--- config.mk ---
export PLATFORM = sky130hd
export DESIGN_NAME = alu_seq_unit
export DESIGN_NICKNAME = d
export VERILOG_FILES = /design/src/rtl/alu_seq_unit.sv
export SDC_FILE = /design/constraint.sdc
export NUM_CORES = 1
export LEC_CHECK = 0
export BUFFER_PORTS_ARGS = -buffer_cell sky130_fd_sc_hd__buf_2
export CORE_MARGIN = 2
export CORE_UTILIZATION = 40
export DETAILED_ROUTE_END_ITERATION = 10
export HOLD_SLACK_MARGIN = 0.12
export PLACE_DENSITY = 0.62
export SYNTH_ARGS = -nofsm -noshare
export SYNTH_HDL_FRONTEND = slang
export SYNTH_SLANG_ARGS = --single-unit
--- constraint.sdc ---
create_clock -name clk -period 6.9 [get_ports clk]
set_clock_uncertainty 0.05 [all_clocks]
set_input_delay 0 -clock clk [delete_from_list [all_inputs] [get_ports clk]]
set_output_delay 0 -clock clk [all_outputs]
set_load 0.005 [all_outputs]
--- src/rtl/alu_seq_unit.sv ---
// Registered execute-stage ALU: NZCV status register, valid/ready input handshake
// and a shift-add multiplier that retires one multiplier bit per clock.
module alu_seq_unit #(
    parameter int WIDTH = 32,
    parameter int CNT_W = $clog2(WIDTH + 1)
) (
    input  logic             clk,
    input  logic             rst,
    input  logic             in_valid,
    output logic             in_ready,
    input  logic [3:0]       exe_cmd,
    input  logic             s_bit,
    input  logic [WIDTH-1:0] in1,
    input  logic [WIDTH-1:0] in2,
    output logic [WIDTH-1:0] out,
    output logic             out_valid,
    output logic [3:0]       status
);

    localparam logic [3:0] CMD_MOV = 4'd1;
    localparam logic [3:0] CMD_ADD = 4'd2;
    localparam logic [3:0] CMD_ADC = 4'd3;
    localparam logic [3:0] CMD_SUB = 4'd4;
    localparam logic [3:0] CMD_SBC = 4'd5;
    localparam logic [3:0] CMD_AND = 4'd6;
    localparam logic [3:0] CMD_ORR = 4'd7;
    localparam logic [3:0] CMD_EOR = 4'd8;
    localparam logic [3:0] CMD_MVN = 4'd9;
    localparam logic [3:0] CMD_MUL = 4'd10;

    localparam logic [CNT_W-1:0] LAST_ITER = CNT_W'(WIDTH - 1);
    localparam logic [CNT_W-1:0] CNT_ONE   = CNT_W'(1);

    typedef enum logic [0:0] {
        IDLE    = 1'b0,
        MUL_RUN = 1'b1
    } state_t;

    state_t           state_r;
    logic [WIDTH-1:0] mcand_r;
    logic [WIDTH-1:0] mplier_r;
    logic [WIDTH-1:0] acc_r;
    logic [CNT_W-1:0] cnt_r;
    logic             mul_s_r;

    logic             accept_s;
    logic [WIDTH-1:0] op2_s;
    logic             cin_s;
    logic [WIDTH:0]   sum_s;
    logic             arith_s;
    logic             legal_s;
    logic [WIDTH-1:0] res_s;
    logic             n_s;
    logic             z_s;
    logic             v_s;
    logic [WIDTH-1:0] acc_next_s;

    assign in_ready = (state_r == IDLE);
    assign accept_s = in_valid && in_ready;

    // Second adder operand and carry-in; subtraction is in1 + ~in2 + cin (C=1 means no borrow).
    always_comb begin
        op2_s = in2;
        cin_s = 1'b0;
        case (exe_cmd)
            CMD_ADC: cin_s = status[1];
            CMD_SUB: begin
                op2_s = ~in2;
                cin_s = 1'b1;
            end
            CMD_SBC: begin
                op2_s = ~in2;
                cin_s = status[1];
            end
            default: begin
                op2_s = in2;
                cin_s = 1'b0;
            end
        endcase
    end

    assign sum_s = {1'b0, in1} + {1'b0, op2_s} + {{WIDTH{1'b0}}, cin_s};
    assign v_s   = (in1[WIDTH-1] == op2_s[WIDTH-1]) && (sum_s[WIDTH-1] != in1[WIDTH-1]);

    // Single-cycle result selection; illegal commands yield zero and never touch status.
    always_comb begin
        res_s   = {WIDTH{1'b0}};
        arith_s = 1'b0;
        legal_s = 1'b1;
        case (exe_cmd)
            CMD_MOV: res_s = in2;
            CMD_ADD, CMD_ADC, CMD_SUB, CMD_SBC: begin
                res_s   = sum_s[WIDTH-1:0];
                arith_s = 1'b1;
            end
            CMD_AND: res_s = in1 & in2;
            CMD_ORR: res_s = in1 | in2;
            CMD_EOR: res_s = in1 ^ in2;
            CMD_MVN: res_s = ~in2;
            CMD_MUL: res_s = {WIDTH{1'b0}};
            default: begin
                res_s   = {WIDTH{1'b0}};
                legal_s = 1'b0;
            end
        endcase
    end

    assign n_s = res_s[WIDTH-1];
    assign z_s = (res_s == {WIDTH{1'b0}});

    // One shift-add step: add the shifted multiplicand when the current multiplier bit is set.
    always_comb begin
        if (mplier_r[0]) begin
            acc_next_s = acc_r + mcand_r;
        end else begin
            acc_next_s = acc_r;
        end
    end

    // Control FSM, multiplier datapath and registered outputs.
    always_ff @(posedge clk or posedge rst) begin
        if (rst) begin
            state_r   <= IDLE;
            mcand_r   <= {WIDTH{1'b0}};
            mplier_r  <= {WIDTH{1'b0}};
            acc_r     <= {WIDTH{1'b0}};
            cnt_r     <= {CNT_W{1'b0}};
            mul_s_r   <= 1'b0;
            out       <= {WIDTH{1'b0}};
            out_valid <= 1'b0;
            status    <= 4'b0000;
        end else begin
            out_valid <= 1'b0;
            case (state_r)
                IDLE: begin
                    if (accept_s) begin
                        if (exe_cmd == CMD_MUL) begin
                            mcand_r  <= in1;
                            mplier_r <= in2;
                            acc_r    <= {WIDTH{1'b0}};
                            cnt_r    <= {CNT_W{1'b0}};
                            mul_s_r  <= s_bit;
                            state_r  <= MUL_RUN;
                        end else begin
                            out       <= res_s;
                            out_valid <= 1'b1;
                            if (s_bit && legal_s) begin
                                status <= {n_s, z_s,
                                           arith_s ? sum_s[WIDTH] : status[1],
                                           arith_s ? v_s : status[0]};
                            end
                        end
                    end
                end
                MUL_RUN: begin
                    acc_r    <= acc_next_s;
                    mcand_r  <= {mcand_r[WIDTH-2:0], 1'b0};
                    mplier_r <= {1'b0, mplier_r[WIDTH-1:1]};
                    cnt_r    <= cnt_r + CNT_ONE;
                    if (cnt_r == LAST_ITER) begin
                        out       <= acc_next_s;
                        out_valid <= 1'b1;
                        cnt_r     <= {CNT_W{1'b0}};
                        state_r   <= IDLE;
                        // Multiply only defines N and Z; C and V are left as they were.
                        if (mul_s_r) begin
                            status[3] <= acc_next_s[WIDTH-1];
                            status[2] <= (acc_next_s == {WIDTH{1'b0}});
                        end
                    end
                end
                default: state_r <= IDLE;
            endcase
        end
    end

endmodule

; Yosys cells after proc, flatten, opt, wreduce, memory -nomap -nowiden
; Cells that the tools add are included.
[word_totals]
regBits = 141
input_bits = 72
out_inout_bits = 38
[classes]
add_sub_neg = 4
n_eq_ne = 19
muxes = 39
n_bitwise = 6
n_reduce_logical = 14
[op_table]
columns = op, n
row1 = 2-to-1 mux 32 bit, 11
row2 = case mux 32 bit (2 select lines), 4
row3 = case mux 32 bit (6 select lines), 1
row4 = zero test 32 bit, 2
row5 = adder 32 x 32 -> 33 bit, 1
row6 = adder 33 x 1 -> 33 bit, 1
row7 = adder 32 bit, 1
row8 = AND 32 bit, 1
row9 = inverter 32 bit, 1
row10 = bitwise OR 32 bit, 1
row11 = bitwise XOR 32 bit, 1
row12 = 2-to-1 mux 6 bit, 3
row13 = "equality test 4 x 3 -> 1 bit, second input constant", 4
row14 = "equality test 4 bit, second input constant", 3
row15 = 2-to-1 mux 4 bit, 3
row16 = case mux 6 bit (2 select lines), 1
row17 = 2-to-1 mux 1 bit, 10
row18 = "!= test 2 x 1 -> 1 bit, second input constant", 5
row19 = AND reduction 5 bit, 2
row20 = OR reduction 10 bit, 1
row21 = "equality test 4 x 2 -> 1 bit, second input constant", 2
row22 = "adder 6 x 1 -> 6 bit, second input constant", 1
row23 = "equality test 6 x 5 -> 1 bit, second input constant", 1
row24 = case mux 1 bit (2 select lines), 3
row25 = 12 further kinds, 18

; Logic depth before layout (Yosys ltp)
; Gate-level depths: netlist of the first run.
[depth]
ltp_word = 12
depth_mapped = 21
ltp_nobuf = 18

; Worst setup path before layout of the first run
; No wires, ideal clock.
[synth_timing]
path_type = input-to-reg
startpoint = input exe_cmd[1]
endpoint = register status[2]
setup_time_ns = 0.065
arrival_ns = 3.908
t_required_ns = 6.785
slack_ns = 2.876
path_stages = 17
n_path_buf = 2
path_cell_list = buf_2 > nand2b_1 > nor2_1 > clkbuf_1 > xnor2_1 > ha_1 > a21oi_1 > o21ai_1 > o41a_1 > and3_1 > a2111oi_0 > a22o_1 > mux2_1 > a211oi_1 > nand4_1 > o21ai_1 > a31o_1
[synth_via]
elab_chain_cells = 11
[synth_lines]
columns = element, line
row1 = start: declaration, 11  ; input logic [3:0] exe_cmd,
row2 = equality test 4 x 3 -> 1 bit, "65, 90"
row3 = OR reduction 2 bit (no line), -
row4 = 2-to-1 mux 32 bit, -
row5 = adder 32 x 32 -> 33 bit, 82  ; assign sum_s = {1'b0, in1} + {1'b0, op2_s} + {{WIDTH{1'b0}}, cin_s};
row6 = adder 33 x 1 -> 33 bit, 82
row7 = case mux 32 bit (6 select lines), 90  ; case (exe_cmd)
row8 = zero test 32 bit, 109  ; assign z_s = (res_s == {WIDTH{1'b0}});
row9 = 2-to-1 mux 4 bit, 147  ; if (s_bit && legal_s) begin
row10 = 2-to-1 mux 4 bit, 137  ; if (exe_cmd == CMD_MUL) begin
row11 = 2-to-1 mux 4 bit, 136  ; if (accept_s) begin
row12 = case mux 2 bit (2 select lines), 134  ; case (state_r)
row13 = end signal: assignment, 148  ; status <= {n_s, z_s,
row14 = end signal: assignment, 168  ; status[2] <= (acc_next_s == {WIDTH{1'b0}});
row15 = end: declaration, 17  ; output logic [3:0] status
; Several ways; a longest one is shown, not always the timed one. The select of a mux whose other input is x is not followed.
; A chain may end at the register's enable or synchronous reset.

; Final worst setup path of the first run
[layout_timing]
startpoint = register status[1]
endpoint = register status[2]
[layout_via]
elab_chain_cells = 8
[layout_lines]
columns = element, line
row1 = case mux 1 bit (2 select lines), 65  ; case (exe_cmd)
row2 = adder 33 x 1 -> 33 bit, 82
row3 = case mux 32 bit (6 select lines), 90
row4 = zero test 32 bit, 109
row5 = 2-to-1 mux 4 bit, 147
row6 = 2-to-1 mux 4 bit, 137
row7 = 2-to-1 mux 4 bit, 136
row8 = case mux 2 bit (2 select lines), 134
; No other way between the ends. The select of a mux whose other input is x is not followed.

==> results.txt, run 1 <==
Power, Total: 0.00421 W
Worst-Skew Late Latency: 440 ps
CTS Sinks: 141
Clock Tree Buf Depth: 2
Gr ovfl total: 0
Initial Util: 0.404
Dominant synthesized flop cell: dfrtp_1
Residual DRC count: 0
FMAX: 0.228 GHz
Max cap viols: 0
# rows: 66
CTS tree: done
Flops & latches, synth: 141
Slew margin rel.: 0.214
Cell Area, Synth: 0.0130 mm2
Setup TNS: 0 ps
Status: completed
Detailed-placement wirelength estimate: 32.3 mm
# fillers: 3224
Buffers on Ports: 109
Vias: 12700
Postcts setup bufs: 0
Global-route wire length before repair: 68.5 mm
Initial antenna violation count: 0
Yosys Warn Count: 0
Number of global-route vias before repair: 12100
EDFF count, synth: 0
CTS Buf Count: 17
Crit path DAT: 4710 ps
NumNets Final: 1989
Net Count, Synth: 1875
Max IR drop VDD: 186 uV
CTS root buf: clkbuf_16
Die width: 185 um
DRT iter0 DRCs: 1006
Largest net degree at the start of global routing: 120
WL/cell: 19.4 um
Final setup viols: 0
Vias/cell: 5.67
Gpl congestion: 0.927
Kind of critical path: reg -> reg
Slew Viols, Final: 0
Avg Cell Area, Syn: 7.79 um2
Leak Pwr: 7.05 nW
Reg clk slew, reported paths: 60 ps
Remaining antenna violation count after routing: 0
Synth cell types: 93
Ys async rst share: 1.00
Sequential share of the synthesized area: 0.271
Final WS setup: 2520 ps
Unrepaired setup endpoints after global routing: no
Io pins: 110
Critical path capture point type: flop
Worst setup SP type: flop
Overall Global Routing Usage: 0.261
Drt first pass iters: 5
Hold Crit Class: in -> reg
Min cycle time layout: 4380 ps
Core Region: 0.0323 mm2
Pwr Density: 277 mW/mm2
Area Growth Syn to Fin: 16.5%
Die Span Y: 185 um
Critical Path RT: 7230 ps
Pre-CTS setup slack: 2320 ps
H-tree lvl count: 4
Slew @ Worst Pin: 1180 ps
Number of gates resized after CTS: 0
Period utilization: 0.635
Die ar.: 0.0341 mm2
Fraction of layout cells with a size suffix above 1: 0.112
Final Hold Viols: 0
Cell count after synthesis: 1673
ANT cells: 0
Post-Route WL: 43.5 mm
Worst Path Max Fanout: 6
-- cells in the final DEF (no fill, tap or decap), drive strengths merged, types with 22 or more instances in the layout --
cell and count:
a211oi 25, a21o 23, dfrtp 141, nor2 162
buf 126, mux2i 33, xnor2 62, o21ai 162
nand3 22, ha 127, dlygate4sd3 68, a21oi 165
nor3 22, inv 107, nand2 201
-- through the flow --
stage / cells / hold slack (ps) / util / area [um2]
after floorplan: 1673 / 80.7 / - / 13000
after global placement: 2142 / 151 / 0.431 / 13900
after detailed placement: 2142 / 155 / 0.431 / 13900
after CTS: 2241 / 121 / 0.470 / 15200
after global routing: 2241 / 197 / 0.470 / 15200
final: 2241 / 146 / 0.470 / 15200
-- layout make-up --
| cell class | instances | area, um2 | area share |
|---|---|---|---|
| Clock buffer | 21 | 440 | 0.0290 |
| Clock inverter | 10 | 143 | 0.00939 |
| Sequential cell | 141 | 3530 | 0.233 |
| Timing Repair Buffer | 194 | 1350 | 0.0892 |
| Inverter | 107 | 407 | 0.0268 |
| Tap cell | 442 | 553 | 0.0364 |
| Multi-Input combinational cell | 1326 | 8760 | 0.577 |
-- cells in the mapped netlist (4+ instances only) --
cell       count  area share
a21oi_1      163       0.063
o221ai_1       4      0.0027
nor4bb_1       5      0.0038
a221oi_1      12      0.0081
dfrtp_1      141        0.27
nand2b_1      12      0.0058
nand2_1      201       0.058
xnor2_1       62       0.042
a211oi_1      24       0.014
a22oi_1       13      0.0075
o21ai_0      154       0.059
a211o_1        7      0.0047
o211ai_1      11      0.0063
a31o_2         4      0.0027
a22o_1        18       0.012
nand3_1       21      0.0081
nor2_1       162       0.047
clkbuf_1      77       0.022
nor3_1        21      0.0081
buf_2         11      0.0042
nor4_1         8      0.0038
o22ai_1       13      0.0062
a31oi_1       16      0.0077
inv_1        106       0.031
ha_1         127        0.12
xor2_1        18       0.012
a221o_1        8      0.0061
mux2_2        16       0.014
o21ai_1        8      0.0031
nand4_1       12      0.0058
mux2i_1       33       0.025
a2111oi_0      4      0.0027
o31ai_1        9      0.0052
buf_1         10      0.0029
a21o_1        22       0.013
nor2b_1       13      0.0062
and4_1         5      0.0034
o21a_1         7      0.0040
and3_1        15      0.0072
nor3b_1        6      0.0035
and2_1        10      0.0048
-- kinds of logic after synthesis --
logic type	Yosys count	synth area share
AO/OA/AOI/OAI	551	0.269
multiplexers	50	0.0400
XOR/XNOR	80	0.0537
AND/OR/NAND/NOR	515	0.180
flip-flops	141	0.271
adder cells (fa/ha/maj)	130	0.126
buffers and inverters	206	0.0605
-- registers in the layout, indices dropped and copies added, names as in the netlist --
signal,flops
acc_r,32
mcand_r,32
mplier_r,32
out,32
cnt_r,6
status,4
mul_s_r,1
out_valid,1
state_r,1
-- where the power goes --
part	leakage, nW	total (W)	internal (W)	switching, W
clock	0.281	0.000955	0.000567	0.000388
sequential	1.85	0.00132	0.00109	0.000230
combinational	4.92	0.00193	0.000775	0.00115
-- routing by layer --
metal | track usage | share of wire
met4 | 0.0650 | 0.017
met3 | 0.0433 | 0.063
met1 | 0.366 | 0.46
met5 | 0 | 0
met2 | 0.418 | 0.46
-- final timing paths --
| kind | start | to | slack (ps) | depth (start not counted) |
|---|---|---|---|---|
| max | status[1]$_DFFE_PP0P_ | status[2]$_DFFE_PP0P_ | 2520 | 16 |
| min | exe_cmd[2] | state_r$_DFF_PP0_ | 150 | 4 |
| max reg2reg | status[1]$_DFFE_PP0P_ | status[2]$_DFFE_PP0P_ | 2520 | 16 |
| max in group asynchronous | rst | mplier_r[30]$_DFFE_PP0P_ | 5250 | 4 |
| min in group asynchronous | rst | mcand_r[2]$_DFFE_PP0P_ | 200 | 3 |
| min reg2reg | out[17]$_DFFE_PP0P_ | out[17]$_DFFE_PP0P_ | 420 | 2 |
-- worst max-delay path: stages, from the launching register on --
cell and delay (ps):
dfrtp_1 500, a21oi_1 200, nor2_1 80, fa_1 470
inv_1 100, fa_1 210, nor2b_1 90, o221a_4 290
o31a_1 280, a21oi_1 330, xnor2_1 150, a221oi_1 520
nand4_1 260, and4b_1 360, nand4_1 120, o21ai_1 180
a31o_1 110
-- repair_timing --
action | CTS | global route
endpoints found under the hold margin | 152 | 0
hold buffers | 68 | 0
endpoints found under the setup margin | 0 | 0
(Power assumes the default switching activity.)
==> inputs of run 2 (changes only) <==
clock period = 4.35 ns   (was 6.9 ns; I/O delays follow)
==> results.txt, run 2 (synthesis gave the netlist of run 1 again) <==
Status: completed
Setup TNS: 0 ps (unchanged)
Post-Route WL: 44.6 mm (+2.6%)
Hold Crit Class: in -> reg
ANT cells: 0 (unchanged)
Number of cells on the worst hold path: 5 (+1)
Slew @ Worst Pin: 1080 ps (-104 ps)
Largest net degree at the start of global routing: 91 (-24%)
Critical path capture point type: flop
Residual DRC count: 0 (unchanged)
Overall Global Routing Usage: 0.268 (+0.00703)
Slew margin rel.: 0.282 (+0.0688)
Global-route wire length before repair: 70.4 mm (+2.8%)
Initial Util: 0.404 (unchanged)
Final Hold Viols: 0 (unchanged)
Vias: 12900 (+1.7%)
Gr ovfl total: 0 (unchanged)
Io pins: 110 (unchanged)
Core Region: 0.0323 mm2 (unchanged)
Power, Total: 0.00684 W (+63%)
FMAX: 0.249 GHz (+8.9%)
Vias/cell: 5.71 (+0.69%)
Slowest stage delay, CP: 550 ps (+30 ps)
Worst hold start: in2[23]
Number of gates resized after CTS: 0 (unchanged)
CP Capture Point: status[2]$_DFFE_PP0P_
Max layer used: met4
Worst path most repeated cell: fa_1
# rows: 66 (unchanged)
Final Util: 0.477 (+0.00651)
Most common cell after layout, fill and taps aside: nand2_1
Reg2reg path depth: 15 (-1)
Slew Viols, Final: 0 (unchanged)
H-tree lvl count: 4 (unchanged)
Leak Pwr: 7.18 nW (+1.8%)
NumNets Final: 2011 (+1.1%)
Area Growth Syn to Fin: 18.1%
Routed wl met3: 2.40 mm (-13%)
Dpl cell area: 0.0141 mm2 (+1.3%)
Kind of critical path: reg -> reg
# fillers: 3274 (+1.6%)
Drt first pass iters: 6 (+1)
Initial antenna violation count: 0 (unchanged)
Reg clk slew, reported paths: 70 ps (about the same)
Met2 WL post-DR: 20.3 mm (+2.3%)
CTS root buf: clkbuf_16
Worst Path Max Fanout: 6 (unchanged)
Number of global-route vias before repair: 12500 (+3.4%)
CTS Sinks: 141 (unchanged)
Pwr Density: 444 mW/mm2 (+60%)
Die ar.: 0.0341 mm2 (unchanged)
DP Cell Count: 2165 (+1.1%)
Reg2reg end: status[2]$_DFFE_PP0P_
Buffers on Ports: 109 (unchanged)
CP startpoint: status[1]$_DFFE_PP0P_
Fraction of layout cells with a size suffix above 1: 0.125 (+0.0129)
Worst setup SP type: flop
Critical Path RT: 4680 ps (-2550 ps)
Met1 wire length: 20.6 mm (+2.3%)
Gpl congestion: 0.955 (+3.0%)
DRT iter0 DRCs: 1073 (+6.7%)
Die width: 185 um (unchanged)
Clock Tree Buf Depth: 2 (unchanged)
WL/cell: 19.7 um (+1.6%)
Crit path cell chain: a21oi_1 -> nor2_1 -> fa_1 -> inv_1 -> fa_1 -> nor2b_1 -> o221a_4 -> o31a_1 -> a2111oi_2 -> o31ai_1 -> a41oi_1 -> o2111ai_1 -> a2111o_1 -> o21ai_1 -> a31o_1
Post-route design area: 0.0154 mm2 (+1.4%)
Remaining antenna violation count after routing: 0 (unchanged)
Worst path slowest cell: a2111oi_2
Detailed-placement wirelength estimate: 33.5 mm (+3.7%)
R2R Setup Slk: 330 ps (-2190 ps)
CTS Buf Count: 17 (unchanged)
Max cap viols: 0 (unchanged)
Worst-Skew Late Latency: 450 ps (about the same)
Layout Cells excl Fill: 2263 (+0.98%)
Reg2reg start: status[1]$_DFFE_PP0P_
Max IR drop VDD: 305 uV (+64%)
Min cycle time layout: 4020 ps (-359 ps)
Final setup viols: 0 (unchanged)
Crit path DAT: 4350 ps (-360 ps)
Unrepaired setup endpoints after global routing: no
Period utilization: 0.924 (+0.290)
Most frequent cells in the layout: nand2_1 (200), a21oi_1 (162), nor2_1 (160)
Die Span Y: 185 um (unchanged)
CTS tree: done
[run 2: cell types whose count changed in the layout (fill, tap and decap cells not counted), sizes merged]
cell / previous run / this run
clkbuf: 21 / 22
buf: 126 / 149
dlygate4sd3: 68 / 67
inv: 107 / 108
clkinv: 6 / 4
[run 2: cell type report]
cell class                 count  area, um2  share of cell area
sequential                   141       3530               0.229
timing repair buffer         216       1530              0.0993
tap                          442        553              0.0359
inverter                     107        407              0.0264
clock inverter                 9        134             0.00870
multi-input combinational   1326       8760               0.569
clock buffer                  22        484              0.0315
[run 2: worst min-delay path by stage]
stage	slack, ps	to
after global placement	90	mcand_r[2]$_DFFE_PP0P_
after CTS	130	mplier_r[23]$_DFFE_PP0P_
after global routing	190	mplier_r[10]$_DFFE_PP0P_
after floorplan	80	mplier_r[31]$_DFFE_PP0P_
after detailed placement	90	mcand_r[2]$_DFFE_PP0P_
final	130	mplier_r[23]$_DFFE_PP0P_
[run 2: where the power goes]
part	leakage [nW]	internal (W)	total [W]	switching [W]
Combinational	5.03	0.00127	0.00316	0.00188
Clock	0.303	0.000963	0.00160	0.000641
Sequential	1.85	0.00173	0.00208	0.000345
[run 2: timing repair]
item,CTS,global route
hold buffers,67,0
buffers inserted,0,0
endpoints found under the hold margin,134,0
[run 2: per-layer routing]
metal  vias up  GRT usage
met5         -          0
met4         0      0.100
met3        65     0.0298
met2       416      0.427
met1      6206      0.373
li1       6243          -
[run 2: metrics by stage]
step           worst slack, ps  hold slack (ps)
5_1_grt                   62.9              192
3_3_place_gp               342             87.0
2_1_floorplan              326             80.7
6_report                   329              127
4_1_cts                    325              134
3_5_place_dp               259             91.7
[run 2: worst max-delay path: cells and delay by family (launching register included)]
| family | cells | cell delay [ps] |
|---|---|---|
| compound gates | 10 | 2560 |
| flops | 1 | 430 |
| simple gates | 2 | 150 |
| fa+ha+maj | 2 | 660 |
| buf+inv | 1 | 100 |
==> inputs of run 3 (changes only) <==
clock period = 4.3 ns   (was 4.35 ns; I/O delays follow)
==> results.txt, run 3 (synthesis gave the netlist of run 1 again) <==
Met3 usage: 0.0360 (+0.00613)
Final hold slack: 141 ps (+14.5 ps)
ANT cells: 0 (unchanged)
FMAX: 0.253 GHz (+1.6%)
Pwr Density: 439 mW/mm2 (-1.2%)
Max cap viols: 0 (unchanged)
DRT iter0 DRCs: 1066 (-0.65%)
Critical Path RT: 4630 ps (-50 ps)
DP Cell Count: 2165 (unchanged)
Overall Global Routing Usage: 0.265 (-0.00280)
CTS Sinks: 141 (unchanged)
Power, Total: 0.00674 W (-1.5%)
Crit path DAT: 4290 ps (-60 ps)
Initial antenna violation count: 0 (unchanged)
Status: completed
Period utilization: 0.921 (-0.00379)
Vias/cell: 5.69 (-0.41%)
CTS Buf Count: 17 (unchanged)
Largest net degree at the start of global routing: 91 (unchanged)
Reg2reg path depth: 15 (unchanged)
Most frequent cells in the layout: nand2_1 (200), a21oi_1 (162), nor2_1 (160)
Gr ovfl total: 0 (unchanged)
Slew @ Worst Pin: 1040 ps (-30.4 ps)
CTS root buf: clkbuf_16
Vias: 12900 (-0.50%)
Kind of critical path: reg -> reg
Clock Tree Buf Depth: 2 (unchanged)
Final Hold Viols: 0 (unchanged)
Die width: 185 um (unchanged)
Die Span Y: 185 um (unchanged)
Layout Cells excl Fill: 2261 (-0.088%)
Final setup viols: 0 (unchanged)
Remaining antenna violation count after routing: 0 (unchanged)
Grt peak-use layer: met2
# rows: 66 (unchanged)
Core Region: 0.0323 mm2 (unchanged)
Unrepaired setup endpoints after global routing: no
NumNets Final: 2008 (-0.15%)
Worst-Skew Late Latency: 440 ps (about the same)
Reg clk slew, reported paths: 70 ps (about the same)
Area Growth Syn to Fin: 17.7%
Most common cell after layout, fill and taps aside: nand2_1
Slew margin rel.: 0.303 (+0.0203)
Number of cells on the worst hold path: 3 (-2)
Io pins: 110 (unchanged)
Leak Pwr: 7.16 nW (-0.34%)
H-tree lvl count: 4 (unchanged)
Max IR drop VDD: 272 uV (-11%)
Worst setup SP type: flop
Post-Route WL: 44.1 mm (-1.0%)
Fraction of layout cells with a size suffix above 1: 0.126 (+0.000687)
Worst Path Max Fanout: 6 (unchanged)
Detailed-placement wirelength estimate: 33.5 mm (about the same)
Min cycle time layout: 3960 ps (-62.5 ps)
Slew Viols, Final: 0 (unchanged)
Residual DRC count: 0 (unchanged)
CTS tree: done
Met2 global-route usage: 0.416 (-0.0116)
Die ar.: 0.0341 mm2 (unchanged)
Gpl congestion: 0.932 (-2.4%)
Initial Util: 0.404 (unchanged)
Global-route wire length before repair: 69.6 mm (-1.2%)
Number of global-route vias before repair: 12300 (-1.5%)
Buffers on Ports: 109 (unchanged)
Critical path capture point type: flop
WL/cell: 19.5 um (-0.91%)
Drt first pass iters: 5 (-1)
Met1 Track Usage GR: 0.380 (+0.00741)
Hold Crit Class: in -> reg
Setup TNS: 0 ps (unchanged)
## run 3: path summary, 6_finish.rpt
path	startpoint	slack [ps]	endpoint
worst max-delay path	status[1]$_DFFE_PP0P_	340	status[2]$_DFFE_PP0P_
worst min-delay path	in_valid	140	acc_r[5]$_DFFE_PP0P_
worst max register to register	status[1]$_DFFE_PP0P_	340	status[2]$_DFFE_PP0P_
worst min register to register	out[9]$_DFFE_PP0P_	430	out[9]$_DFFE_PP0P_
max in group asynchronous	rst	3030	state_r$_DFF_PP0_
min in group asynchronous	rst	180	mcand_r[1]$_DFFE_PP0P_
## run 3: area by class of cell
cell class	count	area [um2]
Fill cell	3189	16900
Multi-Input combinational cell	1326	8770
Sequential cell	141	3530
Timing Repair Buffer	213	1510
Tap cell	442	553
Clock buffer	19	443
Inverter	107	407
Clock inverter	13	128
## run 3: report_power, final
group / internal (W) / switching [W]
sequential: 0.00175 / 0.000345
clock: 0.000823 / 0.000655
combinational: 0.00128 / 0.00188
total: 0.00386 / 0.00288
## run 3: repair_timing
action | 4_1_cts | 5_1_grt
endpoints found under the setup margin | 0 | 1
hold buffers | 64 | 0
resized for setup | 0 | 1
buffers inserted | 0 | 0
endpoints found under the hold margin | 136 | 0
## run 3: layer usage
metal | routed length, um | vias to the layer above
met1 | 21000 | 6120
met3 | 2540 | 50
met4 | 998 | 0
met2 | 19600 | 440
met5 | 0 | -
li1 | - | 6255
## run 3: critical path: stages, from the launching register on
cell and delay, ps:
dfrtp_1 450, a21oi_1 160, nor2_1 70, fa_1 440, inv_1 100, fa_1 210
nor2b_1 80, o221a_4 270, o31a_1 300, a2111oi_4 460, o31ai_1 170, a41oi_1 240
o2111ai_1 250, a2111o_1 360, o21ai_1 150, a31o_1 130
## run 3: stage by stage
step	util	setup slack, ps	instance area [um2]
6_report	0.475	342	15300
5_1_grt	0.475	95.1	15300
4_1_cts	0.475	172	15300
3_5_place_dp	0.437	46.1	14100
3_3_place_gp	0.437	33.6	14100
2_1_floorplan	-	276	13000
